<file path="src/rtl/axi_rd_sched_pkg.sv">
// Shared definitions for the read-side scheduler: head FSM states, AXI response
// codes and the outstanding-entry layout {deny, id, user, len}.
package axi_rd_sched_pkg;

    typedef enum logic [1:0] {
        ST_IDLE      = 2'd0,
        ST_PASS_WAIT = 2'd1,
        ST_DROP_REQ  = 2'd2,
        ST_DROP_WAIT = 2'd3
    } rd_state_e;

    localparam logic [1:0] RESP_OKAY   = 2'b00;
    localparam logic [1:0] RESP_EXOKAY = 2'b01;
    localparam logic [1:0] RESP_SLVERR = 2'b10;
    localparam logic [1:0] RESP_DECERR = 2'b11;

    localparam int unsigned ENT_LEN_W = 8;

    function automatic int unsigned ent_width(input int unsigned id_wid,
                                              input int unsigned user_wid);
        return 1 + id_wid + user_wid + ENT_LEN_W;
    endfunction

endpackage

</file>
<file path="src/rtl/axi_rd_ot_fifo.sv">
// Outstanding-burst FIFO with show-ahead head, full/empty flags and async reset.
module axi_rd_ot_fifo #(
    parameter int unsigned DW    = 19,
    parameter int unsigned DEPTH = 16
) (
    input  logic          clk,
    input  logic          reset,
    input  logic          push,
    input  logic [DW-1:0] push_data,
    input  logic          pop,
    output logic [DW-1:0] head,
    output logic          full,
    output logic          empty
);

    localparam int unsigned AW = $clog2(DEPTH);
    localparam logic [AW:0] FULL_CNT = (AW+1)'(DEPTH);

    logic [DW-1:0] mem [DEPTH];
    logic [AW-1:0] wr_ptr;
    logic [AW-1:0] rd_ptr;
    logic [AW:0]   count;
    logic          do_push;
    logic          do_pop;

    assign do_push = push & ~full;
    assign do_pop  = pop & ~empty;
    assign full    = (count == FULL_CNT);
    assign empty   = (count == '0);
    assign head    = mem[rd_ptr];

    always_ff @(posedge clk or posedge reset) begin
        if (reset) begin
            wr_ptr <= '0;
            rd_ptr <= '0;
            count  <= '0;
        end else begin
            if (do_push) wr_ptr <= wr_ptr + 1'b1;
            if (do_pop)  rd_ptr <= rd_ptr + 1'b1;
            case ({do_push, do_pop})
                2'b10:   count <= count + 1'b1;
                2'b01:   count <= count - 1'b1;
                default: count <= count;
            endcase
        end
    end

    always_ff @(posedge clk) begin
        if (do_push) mem[wr_ptr] <= push_data;
    end

endmodule

</file>
<file path="src/rtl/axi_rd_sched.sv">
// Read-side scheduler: routes allowed AR bursts to memory, queues denied ones and
// replays them as SLVERR drops in AR order on the shared in-order R datapath.
module axi_rd_sched
    import axi_rd_sched_pkg::*;
#(
    parameter int unsigned ID_WID   = 8,
    parameter int unsigned USER_WID = 2,
    parameter int unsigned ADDR_WID = 32,
    parameter int unsigned OT_DEPTH = 16
) (
    input  logic                clk,
    input  logic                reset,
    input  logic [ID_WID-1:0]   in_arid,
    input  logic [ADDR_WID-1:0] in_araddr,
    input  logic [7:0]          in_arlen,
    input  logic [2:0]          in_arsize,
    input  logic [USER_WID-1:0] in_aruser,
    input  logic                in_arvalid,
    input  logic                in_ar_deny,
    output logic                out_arready,
    output logic [ID_WID-1:0]   out_m_arid,
    output logic [ADDR_WID-1:0] out_m_araddr,
    output logic [7:0]          out_m_arlen,
    output logic [2:0]          out_m_arsize,
    output logic [USER_WID-1:0] out_m_aruser,
    output logic                out_m_arvalid,
    input  logic                in_m_arready,
    input  logic                in_rlast_hs,
    output logic                out_drop,
    output logic [ID_WID-1:0]   out_drop_arid,
    output logic [USER_WID-1:0] out_drop_aruser,
    output logic [7:0]          out_drop_len,
    input  logic                in_drop_done,
    output logic [15:0]         out_drop_cnt,
    output logic                out_err
);

    localparam int unsigned EW = ent_width(ID_WID, USER_WID);

    rd_state_e             state;
    logic                  q_full;
    logic                  q_empty;
    logic                  q_push;
    logic                  q_pop;
    logic [EW-1:0]         q_head;
    logic                  head_deny;
    logic [ID_WID-1:0]     head_id;
    logic [USER_WID-1:0]   head_user;
    logic [7:0]            head_len;
    logic                  len_max;
    logic                  deny_bad;
    logic                  stray_rlast;
    logic                  stray_done;

    assign len_max       = (in_arlen == 8'hFF);
    assign deny_bad      = in_arvalid & in_ar_deny & len_max;
    assign out_arready   = ~q_full & (in_ar_deny ? ~len_max : in_m_arready);
    assign out_m_arvalid = in_arvalid & ~in_ar_deny & ~q_full;
    assign q_push        = in_arvalid & out_arready;

    assign out_m_arid    = in_arid;
    assign out_m_araddr  = in_araddr;
    assign out_m_arlen   = in_arlen;
    assign out_m_arsize  = in_arsize;
    assign out_m_aruser  = in_aruser;

    assign q_pop       = ((state == ST_PASS_WAIT) & in_rlast_hs) |
                         ((state == ST_DROP_WAIT) & in_drop_done);
    assign stray_rlast = in_rlast_hs & (state != ST_PASS_WAIT);
    assign stray_done  = in_drop_done & (state != ST_DROP_WAIT);

    assign head_deny = q_head[EW-1];
    assign head_id   = q_head[EW-2 -: ID_WID];
    assign head_user = q_head[ENT_LEN_W +: USER_WID];
    assign head_len  = q_head[ENT_LEN_W-1:0];

    axi_rd_ot_fifo #(
        .DW    (EW),
        .DEPTH (OT_DEPTH)
    ) u_ot_fifo (
        .clk       (clk),
        .reset     (reset),
        .push      (q_push),
        .push_data ({in_ar_deny, in_arid, in_aruser, in_arlen}),
        .pop       (q_pop),
        .head      (q_head),
        .full      (q_full),
        .empty     (q_empty)
    );

    always_ff @(posedge clk or posedge reset) begin
        if (reset) begin
            state           <= ST_IDLE;
            out_drop        <= 1'b0;
            out_drop_arid   <= '0;
            out_drop_aruser <= '0;
            out_drop_len    <= '0;
            out_drop_cnt    <= '0;
            out_err         <= 1'b0;
        end else begin
            out_err <= out_err | deny_bad | stray_rlast | stray_done;
            case (state)
                ST_IDLE: begin
                    if (!q_empty) begin
                        // Drop outputs are loaded on entry so they are already valid
                        // during the single DROP_REQ cycle.
                        if (head_deny) begin
                            state           <= ST_DROP_REQ;
                            out_drop        <= 1'b1;
                            out_drop_arid   <= head_id;
                            out_drop_aruser <= head_user;
                            out_drop_len    <= head_len + 8'd1;
                        end else begin
                            state <= ST_PASS_WAIT;
                        end
                    end
                end
                ST_PASS_WAIT: begin
                    if (in_rlast_hs) state <= ST_IDLE;
                end
                ST_DROP_REQ: begin
                    out_drop <= 1'b0;
                    state    <= ST_DROP_WAIT;
                end
                ST_DROP_WAIT: begin
                    if (in_drop_done) begin
                        state <= ST_IDLE;
                        if (out_drop_cnt != '1) out_drop_cnt <= out_drop_cnt + 16'd1;
                    end
                end
                default: state <= ST_IDLE;
            endcase
        end
    end

endmodule
</file>
<file path="config.mk">
export PLATFORM = sky130hd
export DESIGN_NAME = axi_rd_sched
export DESIGN_NICKNAME = d
export VERILOG_FILES = /design/src/rtl/axi_rd_sched_pkg.sv /design/src/rtl/axi_rd_ot_fifo.sv /design/src/rtl/axi_rd_sched.sv
export SDC_FILE = /design/constraint.sdc
export NUM_CORES = 1
export LEC_CHECK = 0
export ABC_AREA = 1
export BUFFER_PORTS_ARGS = -buffer_cell sky130_fd_sc_hd__buf_2
export CORE_MARGIN = 1
export CORE_UTILIZATION = 55
export DETAILED_ROUTE_END_ITERATION = 12
export GPL_ROUTABILITY_DRIVEN = 0
export PLACE_DENSITY = 0.77
export SYNTH_ARGS = -nofsm -noshare
export SYNTH_HDL_FRONTEND = slang
export SYNTH_SLANG_ARGS = --single-unit
</file>
<file path="constraint.sdc">
create_clock -name clk -period 6.15 [get_ports clk]
set_input_delay 1.845 -clock clk [delete_from_list [all_inputs] [get_ports clk]]
set_output_delay 1.845 -clock clk [all_outputs]
set_load 0.02 [all_outputs]
</file>
* Word level (Yosys, flattened, before mapping)
Memories as Yosys holds them, arrays and structs flattened.
Index checks and enable logic that the tools add are counted.
** Word-level totals
- Flip-flop bits (word level) :: 51
- RAM bits :: 304
- Input bits :: 60
- Output and inout port bits :: 91
- Memories :: 1
** Operators by class
- Add/subtract/negate cells :: 6
- Equality and inequality tests :: 14
- Muxes and demuxes :: 12
- Bitwise logic cells :: 20
- Reduce and logical (&&, ||, !) cells :: 8
** Memories
- u_ot_fifo.mem :: depth 16, bits a word 19, read ports 1, clocked after Yosys merged registers in 0, wr ports 1, RTL line axi_rd_ot_fifo.sv:19 : logic [DW-1:0] mem [DEPTH];
** Operators with widths (number)
- adder 16 x 1 -> 16 bit (second input constant) :: 1
- != test 16 bit (second input constant) :: 1
- AND 1 bit :: 12
- AND reduction 3 bit :: 4
- != test 2 bit (second input constant) :: 5
- case mux 5 bit (2 select lines) :: 1
- adder 4 x 1 -> 4 bit (second input constant) :: 2
- adder 8 x 1 -> 8 bit (second input constant) :: 1
- equality test 8 bit (second input constant) :: 1
- two-way mux 2 bit :: 4
- case mux 2 bit (4 select lines) :: 1
- equality test 2 bit (second input constant) :: 3
- adder 5 x 1 -> 5 bit (second input constant) :: 1
- equality test 5 bit (second input constant) :: 1
- zero test 5 bit :: 1
- two-way mux 1 bit :: 5
- subtractor 5 x 1 -> 5 bit (second input constant) :: 1
- equality test 2 x 1 -> 1 bit (second input constant) :: 2
- NOT 1 bit :: 4
- OR 1 bit :: 4
- nonzero test 2 bit :: 2
- zero test 2 bit :: 1
- != test 2 x 1 -> 1 bit (second input constant) :: 1
- case mux 1 bit (2 select lines) :: 1

* Longest topological paths before layout
- Depth after elaboration :: 8
- Gate-level depth with buffers :: 16
- Mapped depth without buffers :: 15

* By module
A second synthesis with hierarchy kept.
** Second synthesis, totals
- Cell total of the unflattened synthesis :: 1643
- Area, all modules :: 16084.2 um2
** Modules (own cells, without submodules)
- axi_rd_ot_fifo :: instances 1, cells an instance 1308, area each 13568.0 um2, seq. area each 9454.1 um2
- axi_rd_sched :: instances 1, cells an instance 335, area each 2516.2 um2, seq. area each 950.9 um2

* Least setup slack after synthesis
No wires, ideal clock.
- Path kind :: input -> output
- Start point :: input in_arlen[4]
- End point :: output out_arready
- Arrival time :: 2.296 ns
- Data required time :: 4.305 ns
- Path slack :: 2.009 ns
- Cell stages on the path :: 3
- Path buffers :: 0
- Cells stage by stage :: nand4_1 -> nor3_1 -> nor2_1
** Between the ends
- Longest elaborated chain between the ends :: 4
** Ends and longest elaborated chain
- start, declared :: RTL line axi_rd_sched.sv:15 : input logic [7:0] in_arlen,
- equality test 8 bit :: RTL line axi_rd_sched.sv:55 : assign len_max = (in_arlen == 8'hFF);
- NOT 1 bit :: RTL line axi_rd_sched.sv:57 : assign out_arready = ~q_full & (in_ar_deny ? ~len_max : in_m_arready);
- two-way mux 1 bit :: RTL line axi_rd_sched.sv:57
- AND 1 bit :: RTL line axi_rd_sched.sv:57
- end, declared :: RTL line axi_rd_sched.sv:20 : output logic out_arready,
Every way passes these cells.

* Worst setup path after layout
- Start point :: input in_arlen[7]
- End point :: output out_arready
The elaborated chain is that of the path after synthesis.

==> flow_metrics.env <==
export IMPL_drive_above_1_share_pct=14.0
export IMPL_start_util_pct=56.4
export IMPL_holdCritPathClass="flip-flop to flip-flop"
export IMPL_synth_async_reset_ratio_pct=14.4
export IMPL_required_ps=4300
export IMPL_grt_met1_usage_pct=33.5
export IMPL_cts_tree="yes"
export IMPL_io_buffers=80
export IMPL_fin_crit_sh_pct=80.7
export IMPL_cts_made_buffers=36
export IMPL_num_io_pins=151
export IMPL_grt_use_met3_pct=4.37
export IMPL_hold_viol=0
export IMPL_slew_viol_final=0
export IMPL_fmax_ghz=0.201
export IMPL_dpl_hpwl_mm=20.2
export IMPL_rows=60
export IMPL_synth_seq_cells=355
export IMPL_grt_remaining_overflow=0
export IMPL_cts_sinks=355
export IMPL_worstMarginPinSlew_ps=1090
export IMPL_post_cts_buffers=0
export IMPL_drt_iter0_markers=1236
export IMPL_viasPerCell=5.66
export IMPL_drtPass1Iterations=5
export IMPL_syn_area_um2=15300
export IMPL_arrival_ps=3120
export IMPL_vias=10043
export IMPL_wl_mm=35.3
export IMPL_rsz0062_at_grt="no"
export IMPL_final_net_count=1444
export IMPL_syn_num_nets=1414
export IMPL_max_slew_margin_pct=27.5
export IMPL_n_fill_cell=2048
export IMPL_avgSynthCellArea_um2=11.4
export IMPL_period_needed_ps=4960
export IMPL_critPathLaunchType="primary input"
export IMPL_use_met2_pct=40.5
export IMPL_synth_seq_area_share_pct=68.1
export IMPL_cp_max_fo=18
export IMPL_grt_pass1_wl_mm=54.3
export IMPL_fin_skew_ps=12.7
export IMPL_cts_path_max_buffers=3
export IMPL_power_density_nw_per_um2=465
export IMPL_cts_hold_buf=0
export IMPL_wl_per_cell_um=19.9
export IMPL_antenna_found_initial=1
export IMPL_core_area_um2=27100
export IMPL_yosysWarnings=0
export IMPL_synth_edff_count=304
export IMPL_area_growth_pct=9.60
export IMPL_place_area_um2=15600
export IMPL_top_usage_layer="met2"
export IMPL_setup_violations=0
export IMPL_clk_pin_slew_ps=60
export IMPL_fp_dieW_um=169
export IMPL_final_area_um2=16700
export IMPL_cts_resized=0
export IMPL_clk_latency_ps=520
export IMPL_htree_levels=2
export IMPL_die_h_um=169
export IMPL_die_area_um2=28500
export IMPL_final_cell_mix="nand2_1 (311), edfxtp_1 (304), nand3_1 (116)"
export IMPL_route_detailed_drc=0
export IMPL_ir_drop_uv=301
export IMPL_criticalPathCategory="primary input to output port"
export IMPL_synth_top_area_share_pct=59.7
export IMPL_synth_cell_types=38
export IMPL_final_common_cell="nand2_1"
export IMPL_synthCells=1343
export IMPL_synth_area_leaders="edfxtp_1 (60%), dfrtp_1 (8.4%), nand2_1 (7.6%)"
export IMPL_final_antenna_net_count=0
export IMPL_power_leakage_nw=6.54
export IMPL_ys_flop_type="edfxtp_1"
export IMPL_outcome="finished, final reports clean"
export IMPL_post_synth_top_area_cell="edfxtp_1"
export IMPL_critical_path_endpoint_type="output port"
export IMPL_fin_setup_tns_ps=0
export IMPL_cap_violations=0
export IMPL_grt_max_degree=88
export IMPL_grtUsageTotal_pct=25.4
export IMPL_grt_pass1_vias=9669
export IMPL_root_buffer="clkbuf_16"
-- worst max-delay path, stage by stage --
cell and delay, ps:
buf_2 260, nand3_1 140, nor3_1 540, nor2_1 140, buf_2 190
-- synth_stat cells (2+ instances only) --
master    instances
inv_2             2
edfxtp_1        304
clkbuf_1          8
buf_6            11
buf_1             2
nand3b_1          2
clkinv_1          2
buf_4            61
xnor2_1           7
a21oi_1          14
nor2_1          115
nor3_1            7
nand2_2           9
nand3_1         116
xor2_1           17
o21bai_1          4
o22ai_1          15
o221ai_1         14
nor2_2            3
o211ai_1          9
o21ai_1           8
inv_1            97
mux2_2            2
ha_1             11
o21ai_0          86
buf_2            31
dfrtp_1          51
o21ai_2           2
nand2_1         311
a311oi_1          3
nand4_1          12
-- routing by layer --
metal	part of all wire [%]	vias up
met5	0	-
met4	5.0	0
met3	8.9	129
met2	47	493
met1	39	4799
li1	-	4622
-- area by class of cell --
class | count | area, um^2 | area share [%]
Clock inverter | 19 | 179 | 1.07
Timing Repair Buffer | 106 | 596 | 3.56
Sequential cell | 355 | 10400 | 62.2
Inverter | 102 | 388 | 2.32
Antenna cell | 1 | 2.50 | 0.0149
Tap cell | 372 | 465 | 2.78
Multi-Input combinational cell | 772 | 3740 | 22.3
Clock buffer | 46 | 970 | 5.79
-- cells by family (layout without fill, tap and decap cells) --
kind of cell	Yosys count	count (layout)	share of synthesized area, %
and+or+nand+nor	579	579	15.8
DFF	355	355	68.1
buffers and inverters	216	273	7.70
AOI/OAI and AO/OA	156	156	5.94
xor gates and xnor gates	24	24	1.38
adders and majority gates	11	11	0.901
muxes	2	2	0.147
other	0	1	0
-- flip-flops by register name, indices dropped and copies added (netlist names) --
name and count:
out_drop 1, u_ot_fifo.rd_ptr 4, state 2, u_ot_fifo.count 5
out_drop_aruser 2, out_drop_cnt 16, u_ot_fifo.wr_ptr 4, out_err 1
u_ot_fifo.mem 304, out_drop_arid 8, out_drop_len 8
-- stage by stage --
stage / total power, mW / hold WS, ps / instances / util, % / setup WS [ps]
2_1_floorplan: 5.04 / 494 / 1343 / - / 2010
3_3_place_gp: 5.59 / 454 / 1707 / 57.6 / 1160
3_5_place_dp: 5.68 / 457 / 1707 / 57.6 / 1160
4_1_cts: 7.79 / 472 / 1772 / 61.8 / 1170
5_1_grt: 8.22 / 487 / 1773 / 61.8 / 1100
6_report: 7.79 / 466 / 1773 / 61.8 / 1190
-- report_power, final --
part	internal (mW)	switching, mW
clock	1.25	0.885
combinational	0.743	1.73
sequential	2.90	0.286
total	4.89	2.91
-- path summary, 6_finish.rpt --
kind / start / to / slack (ps) / depth (start not counted)
worst min-delay path: out_drop$_DFFE_PP0P_ / out_drop$_DFFE_PP0P_ / 470 / 2
worst max register to register: u_ot_fifo.rd_ptr[0]$_DFFE_PP0P_ / out_drop_len[0]$_DFFE_PP0P_ / 2380 / 12
worst max-delay path: in_arlen[7] / out_arready / 1190 / 5
max in group asynchronous: reset / u_ot_fifo.rd_ptr[0]$_DFFE_PP0P_ / 4100 / 3
min in group asynchronous: reset / out_drop$_DFFE_PP0P_ / 1520 / 3
worst min register to register: out_drop$_DFFE_PP0P_ / out_drop$_DFFE_PP0P_ / 470 / 2
(Power assumes the default switching activity.)
